## src/rtl/npc_mem_pkg.sv

```systemverilog
// Shared encodings for the npc memory-port arbiter: access sizes, owner and FSM state.
package npc_mem_pkg;

    localparam logic [1:0] SZ_B = 2'd0;
    localparam logic [1:0] SZ_H = 2'd1;
    localparam logic [1:0] SZ_W = 2'd2;

    typedef enum logic {
        OWN_IFU = 1'b0,
        OWN_LSU = 1'b1
    } owner_t;

    typedef enum logic [1:0] {
        IDLE = 2'd0,
        REQ  = 2'd1,
        WAIT = 2'd2,
        RESP = 2'd3
    } state_t;

endpackage

```

## src/rtl/rr_arbiter2.sv

```systemverilog
// Two-way round-robin grant: bit 0 = IFU, bit 1 = LSU. Ties go to the side
// that was not granted last. Purely combinational; history lives in the caller.
module rr_arbiter2
    import npc_mem_pkg::*;
(
    input  logic [1:0] req,
    input  logic       last_grant,
    output logic [1:0] grant
);

    // One-hot grant; on a tie favour the requester that did not win last time.
    always_comb begin
        grant = 2'b00;
        if (req == 2'b11) begin
            grant = (last_grant == OWN_LSU) ? 2'b01 : 2'b10;
        end else begin
            grant = req;
        end
    end

endmodule

```

## src/rtl/mem_arbiter.sv

```systemverilog
// Shares the single memory port between IFU and LSU. One transaction is in
// flight at a time (IDLE -> REQ -> WAIT -> RESP); a watchdog turns a hung
// downstream response into an error response to the owner.
module mem_arbiter
    import npc_mem_pkg::*;
#(
    parameter int unsigned ADDR_W  = 32,
    parameter int unsigned DATA_W  = 32,
    parameter int unsigned TIMEOUT = 255
) (
    input  logic                  clk,
    input  logic                  reset,

    input  logic                  ifu_req_valid,
    output logic                  ifu_req_ready,
    input  logic [ADDR_W-1:0]     ifu_req_addr,
    output logic                  ifu_resp_valid,
    input  logic                  ifu_resp_ready,
    output logic [DATA_W-1:0]     ifu_resp_rdata,
    output logic                  ifu_resp_err,

    input  logic                  lsu_req_valid,
    output logic                  lsu_req_ready,
    input  logic [ADDR_W-1:0]     lsu_req_addr,
    input  logic                  lsu_req_wen,
    input  logic [DATA_W-1:0]     lsu_req_wdata,
    input  logic [DATA_W/8-1:0]   lsu_req_wmask,
    input  logic [1:0]            lsu_req_size,
    output logic                  lsu_resp_valid,
    input  logic                  lsu_resp_ready,
    output logic [DATA_W-1:0]     lsu_resp_rdata,
    output logic                  lsu_resp_err,

    output logic                  mem_req_valid,
    input  logic                  mem_req_ready,
    output logic [ADDR_W-1:0]     mem_req_addr,
    output logic                  mem_req_wen,
    output logic [DATA_W-1:0]     mem_req_wdata,
    output logic [DATA_W/8-1:0]   mem_req_wmask,
    output logic [1:0]            mem_req_size,
    input  logic                  mem_resp_valid,
    output logic                  mem_resp_ready,
    input  logic [DATA_W-1:0]     mem_resp_rdata
);

    localparam int unsigned MASK_W = DATA_W / 8;
    localparam int unsigned CNT_W  = (TIMEOUT < 2) ? 1 : $clog2(TIMEOUT + 1);

    state_t              state_q, state_d;
    owner_t              owner_q, owner_d;
    owner_t              last_grant_q, last_grant_d;
    logic [ADDR_W-1:0]   addr_q, addr_d;
    logic                wen_q, wen_d;
    logic [DATA_W-1:0]   wdata_q, wdata_d;
    logic [MASK_W-1:0]   wmask_q, wmask_d;
    logic [1:0]          size_q, size_d;
    logic [DATA_W-1:0]   rdata_q, rdata_d;
    logic                err_q, err_d;
    logic [CNT_W-1:0]    cnt_q, cnt_d;

    logic [1:0]          req_vec;
    logic [1:0]          grant;
    logic [CNT_W-1:0]    cnt_inc;
    logic                timeout_hit;
    logic                owner_resp_ready;
    logic                in_resp;

    // Requests are only visible to the arbiter while idle.
    assign req_vec = (state_q == IDLE) ? {lsu_req_valid, ifu_req_valid} : 2'b00;

    rr_arbiter2 u_rr (
        .req        (req_vec),
        .last_grant (last_grant_q),
        .grant      (grant)
    );

    assign cnt_inc          = cnt_q + CNT_W'(1);
    assign timeout_hit      = (TIMEOUT != 0) && (cnt_inc == CNT_W'(TIMEOUT));
    assign owner_resp_ready = (owner_q == OWN_LSU) ? lsu_resp_ready : ifu_resp_ready;
    assign in_resp          = (state_q == RESP);

    // Next-state, capture and watchdog logic.
    always_comb begin
        state_d      = state_q;
        owner_d      = owner_q;
        last_grant_d = last_grant_q;
        addr_d       = addr_q;
        wen_d        = wen_q;
        wdata_d      = wdata_q;
        wmask_d      = wmask_q;
        size_d       = size_q;
        rdata_d      = rdata_q;
        err_d        = err_q;
        cnt_d        = cnt_q;

        case (state_q)
            IDLE: begin
                if (grant[1]) begin
                    owner_d = OWN_LSU;
                    addr_d  = lsu_req_addr;
                    wen_d   = lsu_req_wen;
                    wdata_d = lsu_req_wdata;
                    wmask_d = lsu_req_wmask;
                    size_d  = lsu_req_size;
                    state_d = REQ;
                end else if (grant[0]) begin
                    // Fetches are always plain word reads.
                    owner_d = OWN_IFU;
                    addr_d  = ifu_req_addr;
                    wen_d   = 1'b0;
                    wdata_d = '0;
                    wmask_d = '0;
                    size_d  = SZ_W;
                    state_d = REQ;
                end
            end
            REQ: begin
                if (mem_req_ready) begin
                    cnt_d   = '0;
                    state_d = WAIT;
                end
            end
            WAIT: begin
                // A response arriving on the timeout cycle still wins.
                if (mem_resp_valid) begin
                    rdata_d = wen_q ? '0 : mem_resp_rdata;
                    err_d   = 1'b0;
                    state_d = RESP;
                end else if (timeout_hit) begin
                    rdata_d = '0;
                    err_d   = 1'b1;
                    state_d = RESP;
                end else begin
                    cnt_d = cnt_inc;
                end
            end
            RESP: begin
                if (owner_resp_ready) begin
                    last_grant_d = owner_q;
                    state_d      = IDLE;
                end
            end
            default: state_d = IDLE;
        endcase
    end

    // State and transaction registers; reset drops any outstanding transaction.
    always_ff @(posedge clk) begin
        if (reset) begin
            state_q      <= IDLE;
            owner_q      <= OWN_IFU;
            last_grant_q <= OWN_IFU;
            addr_q       <= '0;
            wen_q        <= 1'b0;
            wdata_q      <= '0;
            wmask_q      <= '0;
            size_q       <= 2'b00;
            rdata_q      <= '0;
            err_q        <= 1'b0;
            cnt_q        <= '0;
        end else begin
            state_q      <= state_d;
            owner_q      <= owner_d;
            last_grant_q <= last_grant_d;
            addr_q       <= addr_d;
            wen_q        <= wen_d;
            wdata_q      <= wdata_d;
            wmask_q      <= wmask_d;
            size_q       <= size_d;
            rdata_q      <= rdata_d;
            err_q        <= err_d;
            cnt_q        <= cnt_d;
        end
    end

    assign ifu_req_ready  = grant[0];
    assign lsu_req_ready  = grant[1];

    assign mem_req_valid  = (state_q == REQ);
    assign mem_req_addr   = addr_q;
    assign mem_req_wen    = wen_q;
    assign mem_req_wdata  = wdata_q;
    assign mem_req_wmask  = wmask_q;
    assign mem_req_size   = size_q;
    // IDLE also absorbs stray responses so they never stall the memory side.
    assign mem_resp_ready = (state_q == IDLE) || (state_q == WAIT);

    assign ifu_resp_valid = in_resp && (owner_q == OWN_IFU);
    assign ifu_resp_rdata = (owner_q == OWN_IFU) ? rdata_q : '0;
    assign ifu_resp_err   = in_resp && (owner_q == OWN_IFU) && err_q;

    assign lsu_resp_valid = in_resp && (owner_q == OWN_LSU);
    assign lsu_resp_rdata = (owner_q == OWN_LSU) ? rdata_q : '0;
    assign lsu_resp_err   = in_resp && (owner_q == OWN_LSU) && err_q;

endmodule

```

## config.mk

```make
export PLATFORM = sky130hd
export DESIGN_NAME = mem_arbiter
export DESIGN_NICKNAME = d
export VERILOG_FILES = /design/src/rtl/npc_mem_pkg.sv /design/src/rtl/rr_arbiter2.sv /design/src/rtl/mem_arbiter.sv
export SDC_FILE = /design/constraint.sdc
export NUM_CORES = 1
export LEC_CHECK = 0
export CAP_MARGIN = 10
export CORE_MARGIN = 8
export CORE_UTILIZATION = 42
export DETAILED_ROUTE_END_ITERATION = 16
export GPL_ROUTABILITY_DRIVEN = 1
export PLACE_DENSITY = 0.85
export SYNTH_ARGS = -nofsm -noshare
export SYNTH_HDL_FRONTEND = slang
export SYNTH_SLANG_ARGS = --single-unit
```

## constraint.sdc

```tcl
create_clock -name clk -period 6.1 [get_ports clk]
set_input_delay 0.915 -clock clk [delete_from_list [all_inputs] [get_ports clk]]
set_output_delay 0.915 -clock clk [all_outputs]
set_load 0.01 [all_outputs]
```

## Word-level counts from Yosys, hierarchy flattened

Cells that the tools add are included.

| operators by class | value |
|---|---|
| add/sub/neg operators | 1 |
| equal/unequal tests | 11 |
| muxes and demuxes | 33 |
| bitwise gates (word level) | 1 |
| reduce and logical (&&, ||, !) cells | 14 |

Operator list:

| operator | count |
|---|---|
| $mux 32 | 9 |
| $mux 8 | 3 |
| $mux 2 | 11 |
| $pmux 8 s2 | 1 |
| $add 8x1->8 const B | 1 |
| $eq 8x8->1 const B | 1 |
| $mux 4 | 2 |
| $pmux 2 s4 | 1 |
| $reduce_and 4->1 | 2 |
| $eq 2x2->1 const B | 3 |
| $mux 1 | 6 |
| $ne 2x2->1 const B | 3 |
| $ne 3x3->1 const B | 2 |
| $reduce_and 2->1 | 3 |
| $reduce_bool 2->1 | 3 |
| $logic_and 1x1->1 | 4 |
| $eq 2x1->1 const B | 1 |
| $logic_not 2->1 | 1 |
| $ne 2x1->1 const B | 1 |
| $logic_or 1x1->1 | 1 |
| $not 1->1 | 1 |

| storage, ports and cells | value |
|---|---|
| register bits | 116 |
| input port bits | 143 |

## Depth between registers and ports, before layout

Gate-level depths: netlist (run 1).

| logic depth | value |
|---|---|
| depth in word-level cells | 7 |
| depth in mapped cells | 9 |

## Modules after synthesis

Synthesis (run 1) repeated with hierarchy kept, for this count alone.

| unflattened totals | value |
|---|---|
| cell total of the unflattened synthesis | 696 |
| area, all modules | 5539.1 um^2 |

Modules (own cells, without submodules):

| module | instances | cells an instance | area an instance (um^2) | seq. area each (um^2) |
|---|---|---|---|---|
| mem_arbiter | 1 | 693 | 5520.3 | 2322.2 |
| rr_arbiter2 | 1 | 3 | 18.8 | 0.0 |

## Worst setup path after synthesis (run 1)

No wires, ideal clock.

| timing | value |
|---|---|
| kind | input to output |
| start | input port lsu_req_valid |
| end | output port lsu_req_ready |
| arrival | 1.570 ns |
| required time | 5.185 ns |
| slack | 3.615 ns |
| stages | 4 |
| cells stage by stage | nand2_1 a21oi_1 buf_2 buf_1 |

| on the way | value |
|---|---|
| longest elaborated chain between the ends | 3 |

Ends and longest elaborated chain:

| what | RTL line | text |
|---|---|---|
| start: declaration | mem_arbiter.sv:22 | `input logic lsu_req_valid,` |
| $mux 2 * | mem_arbiter.sv:69 | `assign req_vec = (state_q == IDLE) ? {lsu_req_valid, ifu_req_valid} : 2'b00;` |
| $eq 2x2->1 | rr_arbiter2.sv:14 | `if (req == 2'b11) begin` |
| $mux 2 * | rr_arbiter2.sv:14 |  |
| end: declaration | mem_arbiter.sv:23 | `output logic lsu_req_ready,` |

Every way passes the cells marked *; elsewhere a longest branch is shown, timed or not.

## Worst setup path after layout (run 1)

| timing | value |
|---|---|
| start | register owner_q |
| end | output port lsu_resp_err |

| on the way | value |
|---|---|
| longest elaborated chain between the ends | 2 |

Ends and longest elaborated chain:

| what | RTL line | text |
|---|---|---|
| start: declaration | mem_arbiter.sv:50 | `owner_t owner_q, owner_d;` |
| start signal: assignment | mem_arbiter.sv:163 | `owner_q <= owner_d;` |
| $logic_and 1x1->1 (2 in a row) | mem_arbiter.sv:194 | `assign lsu_resp_err = in_resp && (owner_q == OWN_LSU) && err_q;` |
| end: declaration | mem_arbiter.sv:32 | `output logic lsu_resp_err,` |

Every way passes these cells.

==> flow_metrics.tcl, run 1 <==
set metrics [dict create \
    status "completed" \
    rsz0062_at_grt "false" \
    ctsRootBufferMaster "clkbuf_16" \
    dp_hpwl_mm 13.0 \
    ff2ff_setup_slack_ps 3490 \
    post-place-ws_ps 2930 \
    critPathRequiredTime_ps 5180 \
    power_leakage_nw 3.26 \
    clkSlewWorstSetupHoldPaths_ps 50 \
    hold_viol_final 0 \
    core-area_um2 11900 \
    holdCritStartpoint "rdata_q[25]" \
    numCtsBuffers 17 \
    syn_area_um2 5040 \
    placedCellCount 926 \
    power.total_mw 3.16 \
    final_nets 948 \
    layout_setup_ws_ps 2920 \
    fmax_mhz 315 \
    clkLatencyLatePin_ps 400 \
    first_iter_violations 222 \
    r2r_cells 5 \
    holdBufCountCts 0 \
    fin_crit_ps 3180 \
    cts_tree "yes" \
    drt_first_pass_iters 5 \
    drtAntennaViolNets 0 \
    layoutNonFillerInstCount 958 \
    h-tree-depth 4 \
    place.gp.congestion 0.786 \
    critical_path_class "reg -> out" \
    ys.flop_type "dfxtp_1" \
    clock_sinks 116 \
    grt_usage 0.211 \
    post_dp_cell_area_um2 7950 \
    cts_buffer_depth 2 \
    setup_viol 0 \
    muxShareOfSynthArea 0.0742 \
    wl_per_cell_um 17.9 \
    drc 0 \
    start_util 0.425 \
    slew_viol_final 0 \
    diodes 0 \
    finalSetupTns_ps 0 \
    synth-seq-cells 116 \
    grt_pass1_wl_mm 26.8 \
    power.density_nw_per_um2 369 \
    synth_common_cells "116 x dfxtp_1, 80 x nor2_1, 39 x a22oi_1, 36 x nor2b_1, 35 x and2_1" \
    path_max_fanout 70 \
    drive_above_1_share 0.0629 \
    cts_setup_buffers 0 \
    synth_top_area_frac 0.460 \
    yosysTopAreaCell "dfxtp_1" \
    viasPerCell 5.24 \
    crit_buf_inv 1 \
    io_buffers 285 \
    die-area_um2 15800 \
    fin_skew_ps 4.93 \
    syn_nets 682 \
    synth_top_family_by_area "compound AO/OA/AOI/OAI gates" \
    final_cell_area_um2 8580 \
    die_height_um 126 \
    ys_warn_count 0 \
    yosys.area_share.simple 0.194 \
    avgSynthCellArea_um2 9.48 \
    yosys.cell_count.top_type "dfxtp_1" \
    grt_antenna_before_repair 0 \
    yosysUniqueCellTypes 47 \
    synth_xor_area_frac 0.00174 \
    synth-compound-area-share 0.211 \
    io_pins 286 \
    vias 5022 \
    final_util 0.723 \
    crit_family "flip-flops" \
    ys_seq_area_frac 0.460 \
    grt_max_degree 93 \
    fp-row-count 40 \
    synth_edf_count 0 \
    r2r-end "rdata_q[5]" \
    die_w_um 126 \
    syn_inst 532 \
    grt_pass1_vias 5155 \
    min_path_cells 1 \
    timing.max_cap.violations 0 \
    overflow 0 \
    crit_slowest_cell "dfxtp_2" \
    syn2layout_area_growth_pct 70.1 \
    async_flop_share 0 \
    period_share 0.521 \
    crit_chain "and3_1, clkdlybuf4s50_1" \
    routed_wl_mm 17.2 \
    vdd_drop_max_v 0.000239 \
    endpoint_kind "primary output" \
    cp.arrival_ps 2260 \
    rr_startpoint "state_q[0]" \
    relSlewSlack 0.313 \
    cts_resized 0 \
    synth_area_leaders "dfxtp_1 46%, mux2i_1 6.7%, nor2_1 6.0%" \
    hold_path_class "reg -> reg" \
    synthAdderAreaFrac 0.0174 \
    critPathMaxStageDelay_ps 990 \
    hold_ws_ps 481 \
    worstSetupStartpointType "register" \
    hold_end "rdata_q[25]" \
    worstMarginPinSlew_ps 1030 \
]
-- power by group --
part           switching, mW  internal (mW)  total (mW)  leakage, nW
clock network          0.328          0.696        1.02        0.300
logic                  0.544          0.575        1.12         2.01
registers              0.112          0.909        1.02        0.950
total                  0.984           2.18        3.16         3.26
-- final cells by class --
cell class / instances / area, um^2
multi-input cells: 367 / 2540
fillers: 861 / 3280
flip-flops and latches: 116 / 2320
inverters: 6 / 22.5
clock buffers: 25 / 505
clock inverters: 7 / 119
repair buffers: 290 / 2890
well taps: 147 / 184
-- cells in the final DEF, fill, tap and decap left out, types with 2 or more instances in the layout --
master,count
clkdlybuf4s50_1,284
dfxtp_1,115
nor2_1,80
a22oi_1,39
and2_1,35
nor2b_1,35
a211oi_1,34
mux2i_1,34
a22o_1,33
clkbuf_16,17
nand2_1,10
a21oi_1,10
ha_1,7
inv_1,6
clkbuf_8,5
buf_4,5
and3_1,3
nand3b_1,3
nand3_1,3
nand2b_1,3
clkbuf_1,3
bufinv_16,3
or2_2,2
or3b_1,2
nand4b_1,2
a31oi_1,2
o21ai_0,2
nor3b_1,2
mux2_1,2
clkinvlp_4,2
-- layer usage --
metal	global-route usage	up-vias	share of wire
li1	-	2428	-
met1	0.215	2355	0.38
met2	0.368	214	0.50
met3	0.0982	25	0.099
met4	0.0838	0	0.021
met5	0	-	0
-- how the worst max path moves through the flow --
stage                        from             to  slack, ps  cells after the start
floorplan           lsu_req_valid  lsu_req_ready       3610                      4
CTS                       owner_q   ifu_resp_err       2900                      3
global placement    lsu_req_valid  lsu_req_ready       2930                      4
detailed placement  lsu_req_valid  lsu_req_ready       2930                      4
finish                    owner_q   lsu_resp_err       2920                      2
global route              owner_q   ifu_resp_err       2750                      3
-- logic make-up after synthesis --
logic type,after synthesis
xor+xnor,1
fa+ha+maj,7
compound gates,135
buf+inv,49
mux,37
flops,116
simple gates,187
-- sequential cells by signal (all words and copies together) (netlist names) --
| name | cells |
|---|---|
| mem_req_addr | 32 |
| mem_req_wdata | 32 |
| rdata_q | 32 |
| cnt_q | 8 |
| mem_req_wmask | 4 |
| mem_req_size | 2 |
| state_q | 2 |
| err_q | 1 |
| last_grant_q | 1 |
| mem_req_wen | 1 |
| owner_q | 1 |
Note: power is estimated with default switching activity, not from simulation.
==> run 2, diff against run 1 <==
Settings changed: CORE_UTILIZATION 42 to 39, PLACE_DENSITY 0.85 to 0.8.
Clock period 6.1 ns to 3.3 ns, I/O delays scaled along.
==> run 2 against run 1 <==
  * Wire length is 4.9% higher
  * Critical path depth is 1 higher
  * Worst hold slack worse by 130 ps
  * Non-clock buffer count is 2 higher
  * Global-route usage is 0.28 points lower
  * Sequential cell count stayed put
  * Combinational power is 88% higher
  * Total power is 85% higher
  * Register-to-register slack worse by 2600 ps
  * Largest cell class unchanged
  * First-iteration DRC count is 32% higher
  * Sequential share of layout area is 0.091 points lower
  * Critical path type unchanged
==> flow_metrics.tcl, run 2 (same netlist as run 1, synthesis figures left out) <==
set metrics [dict create \
    critPathRequiredTime_ps 2800 \
    worstMarginPinSlew_ps 910 \
    critPathMaxStageDelay_ps 780 \
    die_height_um 130 \
    fin_skew_ps 10.8 \
    h-tree-depth 4 \
    fp-row-count 41 \
    endpoint_kind "primary output" \
    most-common-layout-cells "284 x clkdlybuf4s50_1, 115 x dfxtp_1, 80 x nor2_1, 39 x a22oi_1" \
    rsz0062_at_grt "false" \
    die-area_um2 16800 \
    critical_path_class "reg -> out" \
    numCtsBuffers 17 \
    drc 0 \
    cts_buffer_depth 2 \
    place.gp.congestion 0.800 \
    cts_tree "yes" \
    period_share 0.824 \
    grt_antenna_before_repair 0 \
    path_max_fanout 50 \
    hold_path_class "in -> reg" \
    grt_usage 0.209 \
    viasPerCell 5.12 \
    cts_setup_buffers 0 \
    timing.max_cap.violations 0 \
    grt_pass1_wl_mm 27.4 \
    worstSetupStartpointType "register" \
    first_iter_violations 292 \
    hold_viol_final 0 \
    vdd_drop_max_v 0.000365 \
    fillCellCount 990 \
    placedCellCount 953 \
    seq_area_um2 2320 \
    power.density_nw_per_um2 681 \
    drtAntennaViolNets 0 \
    wl_per_cell_um 18.3 \
    overflow 0 \
    routed_wl_mm 18.0 \
    drive_above_1_share 0.0641 \
    finalSetupTns_ps 0 \
    hold_ws_ps 354 \
    die_w_um 130 \
    crit_chain "buf_4, and2_1, clkdlybuf4s50_1" \
    holdBufCountCts 0 \
    clkSlewWorstSetupHoldPaths_ps 50 \
    multi_input_area_um2 2540 \
    layoutNonFillerInstCount 983 \
    clock_sinks 116 \
    io_pins 286 \
    mostFrequentLayoutCell "clkdlybuf4s50_1" \
    syn2layout_area_growth_pct 70.6 \
    power_leakage_nw 3.27 \
    ctsRootBufferMaster "clkbuf_16" \
    final_nets 950 \
    cp.arrival_ps 2220 \
    cts_resized 0 \
    status "completed" \
    final_util 0.682 \
    drt_first_pass_iters 5 \
    start_util 0.400 \
    relSlewSlack 0.393 \
    slew_viol_final 0 \
    grt_pass1_vias 5267 \
    crit_slowest_cell "dfxtp_2" \
    dp_hpwl_mm 13.6 \
    diodes 0 \
    vias 5031 \
    core-area_um2 12600 \
    grt_max_degree 89 \
    setup_viol 0 \
    clkLatencyLatePin_ps 410 \
    fin_crit_ps 2720 \
    io_buffers 285 \
    fmax_mhz 368 \
]
[run 2: changes by cell type in the layout (fill, tap and decap cells not counted)]
cell,before,now
clkbuf_1,3,2
clkinvlp_4,2,1
buf_4,5,6
bufinv_16,3,4
clkinv_2,1,5
clkbuf_8,5,0
buf_12,0,1
[run 2: routing by layer]
layer  vias up  part of all wire  global-route usage
met5         -                 0                   0
met3        44              0.11              0.0910
li1       2440                 -                   -
met2       247              0.48               0.353
met1      2300              0.38               0.217
met4         0             0.036               0.106
[run 2: cell type report]
class	count	share of cell area
Timing Repair Buffer	292	0.338
Multi-Input combinational cell	367	0.295
Sequential cell	116	0.270
Clock buffer	19	0.0503
Tap cell	172	0.0250
Clock inverter	11	0.0188
Inverter	6	0.00262
[run 2: final timing paths]
path	from	endpoint	slack (ps)	cells after the start
setup / recovery	owner_q	lsu_resp_rdata[6]	580	3
hold / removal	reset	err_q	350	2
setup reg to reg	cnt_q[0]	rdata_q[24]	900	7
hold reg to reg	rdata_q[27]	rdata_q[27]	480	1
[run 2: critical path: cells and delay by family, from the launching register on]
kind	cells	cell delay, ps
DFF	1	780
buffers and inverters	2	860
and+or+nand+nor	1	160
[run 2: per-stage QoR]
stage	power (mW)	worst slack (ps)	area (um^2)
detailed placement	4.01	867	8010
global placement	3.94	898	8010
CTS	5.92	537	8610
global route	6.19	426	8610
floorplan	3.00	1380	5040
finish	5.86	580	8610
[run 2: report_power, final]
group | total [mW] | internal, mW | switching [mW]
Clock | 1.87 | 1.25 | 0.626
Combinational | 2.11 | 1.07 | 1.03
Sequential | 1.88 | 1.68 | 0.201
Total | 5.86 | 4.00 | 1.86
